**config.mk**
```make
export PLATFORM = sky130hd
export DESIGN_NAME = uart_receiver_param
export DESIGN_NICKNAME = d
export VERILOG_FILES = /design/src/rtl/uart_receiver_param.sv
export SDC_FILE = /design/constraint.sdc
export NUM_CORES = 1
export LEC_CHECK = 0
export ABC_CLOCK_PERIOD_IN_PS = 3800
export BUFFER_PORTS_ARGS = -buffer_cell sky130_fd_sc_hd__buf_2
export CORE_UTILIZATION = 61
export DETAILED_ROUTE_END_ITERATION = 8
export PLACE_DENSITY_LB_ADDON = 0.12
export SYNTH_ARGS = -nofsm -noshare
export SYNTH_HDL_FRONTEND = slang
export SYNTH_SLANG_ARGS = --single-unit
```
**constraint.sdc**
```tcl
create_clock -name clk -period 3.8 [get_ports clk]
set_input_delay 0.38 -clock clk [delete_from_list [all_inputs] [get_ports clk]]
set_output_delay 0.38 -clock clk [all_outputs]
set_load 0.01 [all_outputs]
```
**src/rtl/uart_receiver_param.sv**
```systemverilog
// Parametrised UART receiver: 2-flop input synchroniser, start-bit glitch
// rejection, optional even/odd parity, 1 or 2 stop bits, parity/framing flags.
module uart_receiver_param #(
  parameter int unsigned CLKS_PER_BIT = 4,
  parameter int unsigned DATA_BITS    = 8,
  parameter int unsigned PARITY       = 0,
  parameter int unsigned STOP_BITS    = 1
) (
  input  logic                 clk,
  input  logic                 reset,
  input  logic                 bit_in,
  output logic [DATA_BITS-1:0] byte_out,
  output logic                 ready_out,
  output logic                 parity_err,
  output logic                 frame_err,
  output logic                 busy
);

  localparam int unsigned CNT_W = (CLKS_PER_BIT > 1) ? $clog2(CLKS_PER_BIT) : 1;
  localparam int unsigned HALF  = CLKS_PER_BIT / 2;
  localparam int unsigned IDX_W = $clog2(DATA_BITS + 1);
  localparam int unsigned STP_W = 1;

  localparam logic [CNT_W-1:0] CNT_LAST = CNT_W'(CLKS_PER_BIT - 1);
  localparam logic [CNT_W-1:0] CNT_HALF = CNT_W'(HALF - 1);
  localparam logic [IDX_W-1:0] IDX_LAST = IDX_W'(DATA_BITS - 1);
  localparam logic [STP_W-1:0] STP_LAST = STP_W'(STOP_BITS - 1);

  typedef enum logic [2:0] {
    S_IDLE  = 3'd0,
    S_START = 3'd1,
    S_DATA  = 3'd2,
    S_PAR   = 3'd3,
    S_STOP  = 3'd4
  } state_e;

  state_e               state_q, state_d;
  logic                 sync1_q, sync2_q;
  logic                 bit_s;
  logic [CNT_W-1:0]     cnt_q, cnt_d;
  logic [IDX_W-1:0]     idx_q, idx_d;
  logic [STP_W-1:0]     stp_q, stp_d;
  logic [DATA_BITS-1:0] sh_q, sh_d;
  logic                 perr_q, perr_d;
  logic                 ferr_q, ferr_d;
  logic [DATA_BITS-1:0] byte_q, byte_d;
  logic                 ready_q, ready_d;
  logic                 perr_out_q, perr_out_d;
  logic                 ferr_out_q, ferr_out_d;
  logic                 par_x;
  logic                 ferr_now;

  assign bit_s = sync2_q;

  // FSM state register
  always_ff @(posedge clk or posedge reset) begin
    if (reset) begin
      state_q <= S_IDLE;
    end else begin
      state_q <= state_d;
    end
  end

  // Next-state logic: all decisions are taken at bit-centre sample points
  always_comb begin
    state_d = state_q;
    case (state_q)
      S_IDLE: begin
        if (!bit_s) state_d = S_START;
      end
      S_START: begin
        if (cnt_q == CNT_HALF) state_d = bit_s ? S_IDLE : S_DATA;
      end
      S_DATA: begin
        if (cnt_q == CNT_LAST && idx_q == IDX_LAST)
          state_d = (PARITY != 0) ? S_PAR : S_STOP;
      end
      S_PAR: begin
        if (cnt_q == CNT_LAST) state_d = S_STOP;
      end
      S_STOP: begin
        if (cnt_q == CNT_LAST && stp_q == STP_LAST) state_d = S_IDLE;
      end
      default: state_d = S_IDLE;
    endcase
  end

  // Datapath and output next values driven by the current state
  always_comb begin
    cnt_d      = cnt_q;
    idx_d      = idx_q;
    stp_d      = stp_q;
    sh_d       = sh_q;
    perr_d     = perr_q;
    ferr_d     = ferr_q;
    byte_d     = byte_q;
    ready_d    = 1'b0;
    perr_out_d = perr_out_q;
    ferr_out_d = ferr_out_q;
    par_x      = (^sh_q) ^ bit_s;
    ferr_now   = ferr_q | ~bit_s;
    case (state_q)
      S_IDLE: begin
        cnt_d = '0;
        idx_d = '0;
        stp_d = '0;
        if (!bit_s) begin
          perr_d = 1'b0;
          ferr_d = 1'b0;
        end
      end
      S_START: begin
        if (cnt_q == CNT_HALF) begin
          cnt_d = '0;
          idx_d = '0;
        end else begin
          cnt_d = cnt_q + 1'b1;
        end
      end
      S_DATA: begin
        if (cnt_q == CNT_LAST) begin
          cnt_d = '0;
          sh_d  = {bit_s, sh_q[DATA_BITS-1:1]};
          idx_d = idx_q + 1'b1;
        end else begin
          cnt_d = cnt_q + 1'b1;
        end
      end
      S_PAR: begin
        if (cnt_q == CNT_LAST) begin
          cnt_d  = '0;
          perr_d = (PARITY == 2) ? ~par_x : par_x;
        end else begin
          cnt_d = cnt_q + 1'b1;
        end
      end
      S_STOP: begin
        if (cnt_q == CNT_LAST) begin
          cnt_d  = '0;
          stp_d  = stp_q + 1'b1;
          ferr_d = ferr_now;
          if (stp_q == STP_LAST) begin
            byte_d     = sh_q;
            perr_out_d = (PARITY == 0) ? 1'b0 : perr_q;
            ferr_out_d = ferr_now;
            ready_d    = 1'b1;
          end
        end else begin
          cnt_d = cnt_q + 1'b1;
        end
      end
      default: begin
        cnt_d = '0;
      end
    endcase
  end

  // Synchroniser, counters, shift register and registered outputs
  always_ff @(posedge clk or posedge reset) begin
    if (reset) begin
      sync1_q    <= 1'b1;
      sync2_q    <= 1'b1;
      cnt_q      <= '0;
      idx_q      <= '0;
      stp_q      <= '0;
      sh_q       <= '0;
      perr_q     <= 1'b0;
      ferr_q     <= 1'b0;
      byte_q     <= '0;
      ready_q    <= 1'b0;
      perr_out_q <= 1'b0;
      ferr_out_q <= 1'b0;
    end else begin
      sync1_q    <= bit_in;
      sync2_q    <= sync1_q;
      cnt_q      <= cnt_d;
      idx_q      <= idx_d;
      stp_q      <= stp_d;
      sh_q       <= sh_d;
      perr_q     <= perr_d;
      ferr_q     <= ferr_d;
      byte_q     <= byte_d;
      ready_q    <= ready_d;
      perr_out_q <= perr_out_d;
      ferr_out_q <= ferr_out_d;
    end
  end

  assign byte_out   = byte_q;
  assign ready_out  = ready_q;
  assign parity_err = perr_out_q;
  assign frame_err  = ferr_out_q;
  assign busy       = (state_q != S_IDLE);

endmodule
```
==> metrics.md <==
| Metric | Value |
|---|---|
| Result of the run | finished, final reports clean |
| Initial DRC count | 6 |
| TritonCTS clock tree | done |
| Total power density per cell area | 683 mW/mm² |
| Via total after detailed routing | 907 |
| Total die area | 0.00254 mm² |
| Cell class contributing the biggest share of worst-path delay | simple AND/OR/NAND/NOR gates |
| Core ar. | between 0.002 and 0.0025 mm² |
| Sequential cell area fraction in the yosys report | 54.5% |
| Number of global-route vias before repair | 930 |
| Placed cell areas | 0.00150 mm² |
| Max Clock Skew | 0.00615 ns |
| Static Leakage | 0.000803 µW |
| Hold buffer count at CTS | 0 |
| Fraction of the mapped netlist area in adder cells | 4.38% |
| Maximum clock rate | 541 MHz |
| Diodes inserted | 0 |
| Period Utilization, post-route | 48.7% |
| Half-perimeter wire length after detailed placement | 1.62 mm |
| Worst path cell trace | inv_1 -> or4_4 -> mux2_4 |
| Flip-flop and latch area | 778 µm² |
| Minimum setup slack in the final design | ~2.0 ns |
| Initial cell density of the core | between 60 and 70% |
| Clock latency on the worst-skew pair | 0.33 ns |
| Post-route antenna net violation count | 0 |
| Final non-filler cell total | 166 |
| Number of post-CTS setup repair buffers | 0 |
| Number of cells produced by synthesis | 122 |
| Pin count of the biggest net entering global routing | 32 |
| Largest fanout on the critical path | 11 |
| Final count of negative-setup-slack endpoints | 0 |
| Post-synth top flop | sky130_fd_sc_hd__dfrtp_1 |
| Routed length per placed instance | roughly 14 µm |
| CP Launch Type | register |
| Largest family of logic cells by synthesized area | multiplexers |
| Complex-gate fraction of the synthesized area | 8.32% |
| Sum of overflow across all layers after global routing | 0 |
| Final number of max-transition violations | 0 |
| DRC Markers | 0 |
| FFs w/ async S/R, synth | 100% |
| FILL cells | 163 |
| Crit path max-delay cell type | sky130_fd_sc_hd__or4_4 |
| Post-synthesis instance area | 0.00143 mm² |
| Clock-pin slew of the registers on the worst-case setup and hold paths | around 0.10 ns |
| Flip-flop and latch count after synthesis | 31 |
| Post-layout instance area | ~0.0016 mm² |
| Max clock buf depth | 2 |
| Multiplexer share of the synthesized area | 15.2% |
| Number of nets in the synthesized netlist | 130 |
| Distinct cell type count after synthesis | 31 |
| GR Util All Layers | 22.1% |
| Slowest Stage Delay on Critical Path | 0.67 ns |
| Number of buffer and inverter stages on the critical path | 1 |
| Count of H-tree levels built during CTS | 2 |
| Period minus WS final | 1.85 ns |
| Post-synth EDFFs | 0 |
| Worst slack, placed | 2.01 ns |
| Required time of the worst setup path | roughly 4 ns |
| Num ports | 15 |
| Count of warnings emitted by yosys | 0 |
| Die Span X | 50.4 µm |
| Endpoint kind of the worst setup timing path | register |
| Area growth from synthesis to final layout | 10.9% |
| Total wirelength of the detailed-routed design | between 2 and 2.5 mm |
| Global-route wire length before repair | 4.07 mm |
| # nets final | around 150 |
| Clock net sink count | 31 |
| Per-cell via count in the routed design | around 5.5 |
| Final Hold Fails | 0 |
| Maximum capacitance violations | 0 |
| Area used by multi-input combinational logic | 587 µm² |
| Height of the die | 50.4 µm |
| Crit path kind | register to register |
| Clock tree root buffer cell | sky130_fd_sc_hd__clkbuf_4 |
| Placed Cells incl. Taps | 158 |
| Post-cts resize count | 0 |
| Reg2reg path depth | 3 |
| Share of post-route cells with drive strength above 1 | 31.9% |
| Iteration count of the initial detailed-routing pass | 2 |
| Total stage count of the critical path | 3 |
| Count of input and output buffers | 13 |
| Final hold slack | 0.112 ns |
| Number of antenna violations at the first check in global routing | 0 |
| Worst min-delay path category | primary input to async pin |
| Number of core rows | 17 |
| Worst supply voltage drop on vdd | 662 µV |
| Post-Synth Simple-Gate Area | between 10 and 15% |
| Mean area per synthesized cell | 11.7 µm² |
| Total clock buffers created by CTS | 5 |
| RSZ-0062 raised after global routing | false |
| Parity-gate share of the synthesized area counting xor and xnor cells | 0% |
| CP Data Arrival Time | roughly 2.1 ns |
| Post-route setup TNS | 0 ns |
| Routability-driven placement congestion ratio | 0.818 |
per-layer routing:
metal	up-vias	GRT usage (%)	share of wire, %
li1	448	-	-
met1	435	28.6	49
met2	16	33.8	45
met3	8	5.76	3.5
met4	0	12.5	2.1
met5	-	0	0
state kept, by name, indices dropped and copies added (netlist names):
name,count
ready_out,1
sh_q,8
ferr_q,1
idx_q,4
byte_out,8
sync1_q,1
state_q,3
frame_err,1
cnt_q,2
bit_s,1
stp_q,1
per-stage QoR:
stage | total power (µW) | util [%]
2_1_floorplan | 742 | -
3_3_place_gp | 794 | 67.8
3_5_place_dp | 822 | 67.8
4_1_cts | 1090 | 71.7
5_1_grt | 1150 | 71.7
6_report | 1080 | 71.7
report_power, final:
part | switching, µW | internal (µW)
Combinational | 162 | 157
Sequential | 83.0 | 415
Clock | 111 | 155
Total | 356 | 727
cells in the final DEF, fill, tap and decap left out, drive strengths merged, types with 2 or more instances in the layout:
| master | synthesis | final |
|---|---|---|
| ha | 5 | 5 |
| nor2 | 7 | 7 |
| a21oi | 5 | 5 |
| buf | 5 | 14 |
| inv | 7 | 7 |
| clkbuf | 1 | 6 |
| nor2b | 2 | 2 |
| dfrtp | 29 | 29 |
| o31ai | 2 | 2 |
| nand2 | 12 | 12 |
| dfstp | 2 | 2 |
| nand3 | 2 | 2 |
| nand2b | 4 | 4 |
| or3 | 2 | 2 |
| nor3 | 3 | 3 |
| mux2 | 17 | 17 |
| o21ai | 6 | 6 |
final cells by class:
cell class	instances	share of cell area (%)
clock buffer	6	3.24
clock inverter	2	2.21
inverter	7	1.66
multi-input combinational	78	37.0
sequential	31	49.1
tap	28	2.21
timing repair buffer	14	4.58
cells in the mapped netlist, types with 3 or more instances:
| cell type | count | area share [%] |
|---|---|---|
| sky130_fd_sc_hd__o21ai_0 | 6 | 2.1 |
| sky130_fd_sc_hd__buf_2 | 3 | 1.1 |
| sky130_fd_sc_hd__a21oi_1 | 5 | 1.8 |
| sky130_fd_sc_hd__dfrtp_1 | 29 | 51 |
| sky130_fd_sc_hd__mux2_4 | 7 | 7.4 |
| sky130_fd_sc_hd__inv_1 | 7 | 1.8 |
| sky130_fd_sc_hd__nor3_1 | 3 | 1.1 |
| sky130_fd_sc_hd__nor2_1 | 7 | 1.8 |
| sky130_fd_sc_hd__mux2_2 | 10 | 7.9 |
| sky130_fd_sc_hd__nand2b_1 | 4 | 1.8 |
| sky130_fd_sc_hd__ha_1 | 5 | 4.4 |
| sky130_fd_sc_hd__nand2_1 | 12 | 3.2 |
worst min-delay path, delay by kind of cell:
family | cells | cell delay, ns
buf+inv | 3 | 0.48
path summary, 6_finish.rpt:
check / start / slack (ns) / end
min in group clk: bit_in / 0.14 / sync1_q
min: reset / 0.11 / sh_q[0]
max reg2reg: state_q[2] / 1.95 / byte_out[7]
min reg2reg: sync1_q / 0.37 / bit_s
max in group asynchronous: reset / 3.37 / bit_s
max: state_q[2] / 1.95 / byte_out[7]
logic make-up after synthesis:
kind of cell    count (synthesis)
buf+inv                        13
other cells                     1
compound gates                 19
flops                          31
simple gates                   36
fa+ha+maj                       5
mux                            17
No activity file was read; power rests on OpenSTA's default activity.
